`src/rtl/alu_result_buffer_pkg.sv`:
```
// alu_result_buffer_pkg: default sizing shared by the result buffer, its FIFO and the bench
package alu_result_buffer_pkg;
    localparam int RESBUF_DATA_WIDTH = 16;
    localparam int RESBUF_LATENCY    = 5;
    localparam int RESBUF_DEPTH      = 8;
    localparam int RESBUF_ADDR_WIDTH = 3;
    localparam int RESBUF_DEST_WIDTH = 4;
endpackage

```
`src/rtl/alu_result_buffer_fifo.sv`:
```
// resbuf_fifo: first-word-fall-through FIFO over registered storage, async active-low reset
// Ports: clk, rst (active-low), push/wdata, pop, rdata (head, zero when empty), full, empty, count
module resbuf_fifo #(
    parameter int WIDTH      = 36,
    parameter int DEPTH      = 8,
    parameter int ADDR_WIDTH = 3
) (
    input  logic                  clk,
    input  logic                  rst,
    input  logic                  push,
    input  logic [WIDTH-1:0]      wdata,
    input  logic                  pop,
    output logic [WIDTH-1:0]      rdata,
    output logic                  full,
    output logic                  empty,
    output logic [ADDR_WIDTH:0]   count
);
    logic [WIDTH-1:0]      mem [DEPTH];
    logic [ADDR_WIDTH-1:0] wp, rp;

    always_ff @(posedge clk or negedge rst) begin
        if (!rst) begin
            wp    <= '0;
            rp    <= '0;
            count <= '0;
        end else begin
            if (push) wp <= wp + 1'b1;
            if (pop) rp <= rp + 1'b1;
            count <= count + (ADDR_WIDTH+1)'(push) - (ADDR_WIDTH+1)'(pop);
        end
    end

    always_ff @(posedge clk) begin
        if (push) mem[wp] <= wdata;
    end

    always_comb begin
        empty = count == '0;
        full  = count == (ADDR_WIDTH+1)'(DEPTH);
        rdata = empty ? '0 : mem[rp];
    end
endmodule

```
`src/rtl/alu_result_buffer.sv`:
```
// alu_result_buffer: tracks ops through complex_alu, queues {dest,dout} results, credit-stalls issue
// Ports: clk, rst (async active-low); issue_valid_i/issue_dest_i in, issue_stall_o out;
//        alu_dout_i in; res_valid_o/res_ready_i/res_data_o/res_dest_o handshake; count_o; overflow_o (sticky)
// Option: RESBUF_BYPASS_EN presents an arrival combinationally when the FIFO is empty
module alu_result_buffer
    import alu_result_buffer_pkg::*;
#(
    parameter int DATA_WIDTH  = RESBUF_DATA_WIDTH,
    parameter int ALU_LATENCY = RESBUF_LATENCY,
    parameter int DEPTH       = RESBUF_DEPTH,
    parameter int ADDR_WIDTH  = RESBUF_ADDR_WIDTH,
    parameter int DEST_WIDTH  = RESBUF_DEST_WIDTH
) (
    input  logic                    clk,
    input  logic                    rst,
    input  logic                    issue_valid_i,
    input  logic [DEST_WIDTH-1:0]   issue_dest_i,
    output logic                    issue_stall_o,
    input  logic [2*DATA_WIDTH-1:0] alu_dout_i,
    output logic                    res_valid_o,
    input  logic                    res_ready_i,
    output logic [2*DATA_WIDTH-1:0] res_data_o,
    output logic [DEST_WIDTH-1:0]   res_dest_o,
    output logic [ADDR_WIDTH:0]     count_o,
    output logic                    overflow_o
);
    localparam int W = 2*DATA_WIDTH;

    logic [ALU_LATENCY-1:0]  trk_v;
    logic [DEST_WIDTH-1:0]   trk_d [ALU_LATENCY];
    logic                    arrive, take, push, pop, full, empty;
    logic [W+DEST_WIDTH-1:0] fifo_q;

    always_ff @(posedge clk or negedge rst) begin
        if (!rst) begin
            trk_v      <= '0;
            overflow_o <= 1'b0;
            for (int i = 0; i < ALU_LATENCY; i++) trk_d[i] <= '0;
        end else begin
            trk_v    <= {trk_v[ALU_LATENCY-2:0], issue_valid_i};
            trk_d[0] <= issue_dest_i;
            for (int i = 1; i < ALU_LATENCY; i++) trk_d[i] <= trk_d[i-1];
            if (push && full && !pop) overflow_o <= 1'b1;
        end
    end

    always_comb begin
        arrive = trk_v[ALU_LATENCY-1];
        pop    = !empty && res_ready_i;
`ifdef RESBUF_BYPASS_EN
        take        = empty && arrive && res_ready_i;
        res_valid_o = !empty || arrive;
        res_data_o  = (empty && arrive) ? alu_dout_i : fifo_q[W-1:0];
        res_dest_o  = (empty && arrive) ? trk_d[ALU_LATENCY-1] : fifo_q[W+DEST_WIDTH-1:W];
`else
        take        = 1'b0;
        res_valid_o = !empty;
        res_data_o  = fifo_q[W-1:0];
        res_dest_o  = fifo_q[W+DEST_WIDTH-1:W];
`endif
        push = arrive && !take;
        // the tail stage is still counted: its result has not landed in the FIFO yet
        issue_stall_o = (int'(count_o) + $countones(trk_v)) >= DEPTH;
    end

    resbuf_fifo #(
        .WIDTH(W + DEST_WIDTH),
        .DEPTH(DEPTH),
        .ADDR_WIDTH(ADDR_WIDTH)
    ) u_fifo (
        .clk(clk),
        .rst(rst),
        .push(push && (!full || pop)),
        .wdata({trk_d[ALU_LATENCY-1], alu_dout_i}),
        .pop(pop),
        .rdata(fifo_q),
        .full(full),
        .empty(empty),
        .count(count_o)
    );
endmodule

```
`config.mk`:
```
export PLATFORM = sky130hd
export DESIGN_NAME = alu_result_buffer
export DESIGN_NICKNAME = d
export VERILOG_FILES = /design/src/rtl/alu_result_buffer_pkg.sv /design/src/rtl/alu_result_buffer_fifo.sv /design/src/rtl/alu_result_buffer.sv
export SDC_FILE = /design/constraint.sdc
export NUM_CORES = 1
export LEC_CHECK = 0
export CELL_PAD_IN_SITES_DETAIL_PLACEMENT = 2
export CELL_PAD_IN_SITES_GLOBAL_PLACEMENT = 2
export CORE_MARGIN = 2
export CORE_UTILIZATION = 47
export CTS_CLUSTER_DIAMETER = 100
export DETAILED_ROUTE_END_ITERATION = 16
export HOLD_SLACK_MARGIN = 0.05
export PLACE_DENSITY_LB_ADDON = 0.1
export SLEW_MARGIN = 10
export SYNTH_ARGS = -nofsm -noshare
export SYNTH_HDL_FRONTEND = slang
export SYNTH_SLANG_ARGS = --single-unit
export TNS_END_PERCENT = 20
```
`constraint.sdc`:
```
create_clock -name clk -period 6.45 [get_ports clk]
set_input_delay 1.29 -clock clk [delete_from_list [all_inputs] [get_ports clk]]
set_output_delay 1.29 -clock clk [all_outputs]
set_load 0.005 [all_outputs]
```
==> results.yml, run 1 <==
routing:
  drc: 0
  vias: 5898
  ant_nets: 0
  wirelength_um: 32600
  viasPerCell: 5.94
  drt_iter0_markers: 508
  wl_per_cell_um: 32.8
  detail_route.first_pass.iterations: 7
setup_path:
  worstSetupStartpointType: "register"
  critPathBufInv: 4
  crit_type: "reg2out"
  path_max_fanout: 2
  critPathCaptureType: "output pin"
  arrival_ns: 3.46
  required_ns: 5.16
  path_cells: "fa_1 -> inv_1 -> fa_1 -> inv_1 -> ha_1 -> inv_1 -> fa_1 -> nand2_1 -> nor3_1 -> o21bai_1 -> clkdlybuf4s50_1"
  slowest_delay_ns: 0.54
  worst_path_max_delay_cell: "fa_1"
  path_delay_family: "adder cells"
placement:
  place.gp.congestion: 0.699
  pre_cts_ws_ns: 2.22
  place_inst: 929
  dp_hpwl_um: 17300
  portBuffers: 82
logic_synthesis:
  synth-seq-cells: 324
  synth-edff-count: 288
  synth_cells: 525
  synthesis.yosys.warnings: 0
  ys.flop_type: "edfxtp_1"
  ys_types: 35
  avgSynthCellArea_um2: 23.3
  synth_nets: 581
  seq_area_frac_synth_pct: 78.2
  async_flop_share_pct: 11.1
  syn_area_mm2: 0.0122
sta:
  tns_ns: 0
  skew_ns: 0.0136
  finalCriticalPeriod_ns: 4.75
  timing.fmax_mhz: 210
  finalMaxSlewViolations: 0
  rsz0062_at_grt: "false"
  relSlewSlack_pct: 24.3
  hold_viol: 0
  finalCritPeriodShare_pct: 73.7
  setup_slack_ns: 1.70
  final-setup-viol-count: 0
  worstMarginPinSlew_ns: 1.14
final_layout:
  fin_nets: 693
  area_delta_synth_final_pct: 19.3
  drive_above_1_share_pct: 23.8
  finalNonFillerCells: 993
global_route:
  grt_pass1_wl_um: 46800
  grt_max_degree: 75
  overflow: 0
  grt_pass1_vias: 6682
  antenna_found_initial: 2
  grtUsageTotal_pct: 24.6
clock_tree:
  cts_max_path_buffers: 3
  cts.sinks: 324
  cts_made_buffers: 36
  clk_pin_slew_ns: 0.06
  postCtsSetupRepairBufs: 0
  cts_root_buffer: "clkbuf_16"
  cts_max_level: 2
  cts_tree: "built"
  hold_buffers: 0
  clock_latency_ns: 0.52
  ctsResizeCount: 0
pwr:
  p_per_area_mw_per_mm2: 484
  ir_worst_vdd_mv: 0.353
  leakagePower_uw: 0.00487
floorplan:
  io_pins: 83
  initial_core_util_pct: 48.2
  num_rows: 58
  die_area_mm2: 0.0273
  die-height_um: 165
  core_mm2: 0.0253
  dieWidth_um: 165
job:
  maxCapViolCount: 0
outcome:
  status: "completed"
min_path:
  min_path_type: "reg2reg"
[stage by stage]
step	cell area, µm²	hold slack (ns)	utilization [%]	total power, µW
2_1_floorplan	12200	0.331	-	4070
3_3_place_gp	13500	0.331	53.1	4920
3_5_place_dp	13500	0.336	53.1	5060
4_1_cts	14600	0.348	57.5	7130
5_1_grt	14600	0.346	57.5	7340
6_report	14600	0.340	57.5	7040
[registers in the layout (all words and copies together) (netlist names)]
| name | cells |
|---|---|
| overflow_o | 1 |
| trk_v | 5 |
| u_fifo.mem | 288 |
| u_fifo.count | 4 |
| u_fifo.rp | 3 |
| u_fifo.wp | 3 |
| trk_d | 20 |
[cell usage in the layout (no fill, tap or decap), types with 2 or more instances in the layout]
master,synthesis,layout
a21oi_1,2,2
a22o_1,30,30
a22o_2,6,6
buf_4,3,15
bufinv_16,0,3
clkbuf_1,3,13
clkbuf_16,0,37
clkdlybuf4s50_1,0,81
clkinv_1,0,4
clkinv_2,0,5
dfrtp_1,36,34
dfrtp_4,0,2
diode_2,0,2
edfxtp_1,288,288
fa_1,4,4
ha_1,12,12
inv_1,16,16
mux2_2,2,2
mux4_2,72,72
nand2_1,3,3
nand2b_1,2,2
nor2_4,0,3
nor3_2,0,4
o211ai_1,2,2
or3b_4,2,2
xnor2_1,5,5
[routing by layer]
metal	wire, µm	track usage (%)	part of all wire [%]
met1	13200	32.9	41
met2	16900	42.1	52
met3	1800	4.27	5.5
met4	601	6.84	1.8
met5	0	0	0
[cell families after synthesis]
| logic type | after synthesis | share of synthesized area [%] |
|---|---|---|
| AOI/OAI and AO/OA | 46 | 3.26 |
| xor gates and xnor gates | 6 | 0.430 |
| adders and majority gates | 16 | 1.89 |
| buffers and inverters | 39 | 1.81 |
| DFF | 324 | 78.2 |
| muxes | 74 | 13.5 |
| and+or+nand+nor | 20 | 0.943 |
[final timing paths]
| kind | slack (ns) | cells after the start | end | start |
|---|---|---|---|---|
| max | 1.70 | 11 | issue_stall_o | trk_v[0] |
| min | 0.34 | 0 | trk_d[7] | trk_d[11] |
| max reg2reg | 3.56 | 6 | u_fifo.mem[6][5] | u_fifo.count[2] |
| min reg2reg | 0.34 | 0 | trk_d[7] | trk_d[11] |
| max in group asynchronous | 4.98 | 1 | u_fifo.rp[0] | rst |
| min in group asynchronous | 0.86 | 1 | trk_v[0] | rst |
[report_power, final]
group	switching, µW	internal (µW)	leakage, µW
Sequential	344	2620	0.00303
Clock	838	1170	0.000540
Combinational	916	1150	0.00130
[area by class of cell]
cell class              instances  area (µm²)
clock inverters                12         130
clock buffers                  50         975
flip-flops and latches        324        9560
inverters                      16        60.1
repair buffers                 97         928
diodes                          2        5.00
multi-input cells             162        2500
fillers                      2041       10800
well taps                     330         413
[cell usage after synthesis, types with 4 or more instances]
library cell	instances	area, µm²
a22o_1	30	263
a22o_2	6	60.1
buf_1	5	18.8
buf_2	5	25.0
dfrtp_1	36	901
edfxtp_1	288	8650
fa_1	4	80.1
ha_1	12	150
inv_1	16	60.1
mux4_2	72	1620
nor2_1	4	15.0
nor3_1	5	25.0
xnor2_1	5	43.8
Note: power is estimated with default switching activity, not from simulation.
==> inputs of run 2 (changes only) <==
==> constraint.sdc (replaced) <==
create_clock -name clk -period 4.68 [get_ports clk]
set_input_delay 0.936 -clock clk [delete_from_list [all_inputs] [get_ports clk]]
set_output_delay 0.936 -clock clk [all_outputs]
set_load 0.005 [all_outputs]
==> results.yml, run 2 (synthesis results as in run 1) <==
outcome:
  status: "completed"
global_route:
  met2_usage_pct: 41.8
  antenna_found_initial: 1
  grtUsageTotal_pct: 23.3
  use_met1_pct: 29.8
  use_met3_pct: 3.82
  overflow: 0
  grt_pass1_vias: 6721
  grt-busiest-layer: "met2"
  grt_pass1_wl_um: 44700
  grt_max_degree: 41
final_layout:
  finalNonFillerCells: 989
  largest_reg_flops: 288
  nFillCells: 2004
  mostFrequentLayoutCell: "edfxtp_1"
  final_cell_mix: "edfxtp_1 (288), clkdlybuf4s50_1 (81), mux4_2 (72), clkbuf_16 (37), dfrtp_1 (34)"
  fin_nets: 690
  diodes: 0
  drive_above_1_share_pct: 24.0
  area_delta_synth_final_pct: 19.9
  top_regs: "u_fifo.mem x288, trk_d x20, trk_v x5"
  post-route-util_pct: 57.8
  top_register: "u_fifo.mem"
sta:
  relSlewSlack_pct: 43.7
  skew_ns: 0.0126
  whs_ns: 0.353
  finalMaxSlewViolations: 0
  timing.fmax_mhz: 230
  finalCriticalPeriod_ns: 4.35
  tns_ns: 0
  hold_viol: 0
  worstMarginPinSlew_ns: 0.844
  finalCritPeriodShare_pct: 93.1
  rsz0062_at_grt: "false"
  final-setup-viol-count: 0
setup_path:
  critPathCaptureType: "output pin"
  worst_path_max_delay_cell: "fa_1"
  slowest_delay_ns: 0.56
  crit_type: "reg2out"
  path_cells: "fa_1 -> inv_1 -> fa_1 -> inv_1 -> ha_1 -> inv_1 -> fa_1 -> nand2_1 -> nor3_1 -> o21bai_1 -> clkdlybuf4s50_1"
  worstSetupStartpointType: "register"
  arrival_ns: 3.42
  path_max_fanout: 2
  required_ns: 3.74
clock_tree:
  cts_root_buffer: "clkbuf_16"
  hold_buffers: 0
  ctsResizeCount: 0
  cts_tree: "built"
  postCtsSetupRepairBufs: 0
  clk_pin_slew_ns: 0.06
  cts_made_buffers: 35
  cts_max_path_buffers: 3
  cts.sinks: 324
  clock_latency_ns: 0.51
  cts_max_level: 2
floorplan:
  core_mm2: 0.0253
  initial_core_util_pct: 48.2
  die-height_um: 165
  io_pins: 83
  die_area_mm2: 0.0273
  dieWidth_um: 165
  num_rows: 58
routing:
  wl_per_cell_um: 30.7
  ant_nets: 0
  drt_iter0_markers: 450
  vias: 5838
  drc: 0
  detail_route.first_pass.iterations: 4
  wirelength_um: 30400
  viasPerCell: 5.90
job:
  maxCapViolCount: 0
pwr:
  p_per_area_mw_per_mm2: 653
  leakagePower_uw: 0.00489
  ir_worst_vdd_mv: 0.445
  finalPower_uw: 9550
placement:
  place_inst: 927
  place.gp.congestion: 0.673
  portBuffers: 82
  dp_hpwl_um: 17700
min_path:
  min_path_type: "reg2reg"
run 2: cell count changes in the layout (fill, tap and decap cells not counted):
cell / before / now
clkinv_1: 4 / 6
bufinv_16: 3 / 1
buf_12: 0 / 9
clkinv_2: 5 / 7
buf_4: 15 / 4
clkinv_4: 0 / 2
clkbuf_1: 13 / 8
diode_2: 2 / 0
nor4_4: 0 / 1
clkbuf_8: 0 / 1
nor4_2: 1 / 0
run 2: worst paths after layout:
| path | start | endpoint | slack, ns | depth (start not counted) |
|---|---|---|---|---|
| worst min register to register | trk_d[14] | trk_d[10] | 0.35 | 0 |
| max in group asynchronous | rst | u_fifo.rp[0] | 3.53 | 1 |
| worst max-delay path | trk_v[0] | issue_stall_o | 0.33 | 11 |
| worst min-delay path | trk_d[14] | trk_d[10] | 0.35 | 0 |
| min in group asynchronous | rst | overflow_o | 0.53 | 1 |
| worst max register to register | u_fifo.count[2] | u_fifo.count[2] | 1.70 | 10 |
run 2: cell type report:
type	count	area, µm²	area share [%]
inverters	16	60.1	0.410
clock inverters	16	105	0.718
well taps	330	413	2.82
repair buffers	95	1030	7.01
flip-flops and latches	324	9560	65.3
multi-input cells	162	2500	17.1
clock buffers	46	970	6.63
run 2: power breakdown:
| group | leakage (µW) | switching (µW) | internal (µW) |
|---|---|---|---|
| registers | 0.00303 | 303 | 3610 |
| clock network | 0.000532 | 1080 | 1510 |
| logic | 0.00132 | 1420 | 1630 |
| total | 0.00489 | 2800 | 6750 |
run 2: critical path: cells and delay by family (launching register included):
family / cells / cell delay (ns)
AO/OA/AOI/OAI: 1 / 0.14
AND/OR/NAND/NOR: 2 / 0.13
adder cells (fa/ha/maj): 4 / 1.52
flip-flops: 1 / 0.41
buffers and inverters: 4 / 0.71
run 2: stage by stage:
step	setup WS [ns]	cell area [µm²]
finish	0.325	14600
global route	0.168	14600
CTS	0.266	14600
detailed placement	0.869	13600
global placement	0.957	13600
floorplan	0.467	12200
run 2: routing by layer:
metal,vias up,share of wire [%]
li1,2416,-
met1,3186,40
met2,187,54
met3,49,4.6
met4,0,1.9
met5,-,0
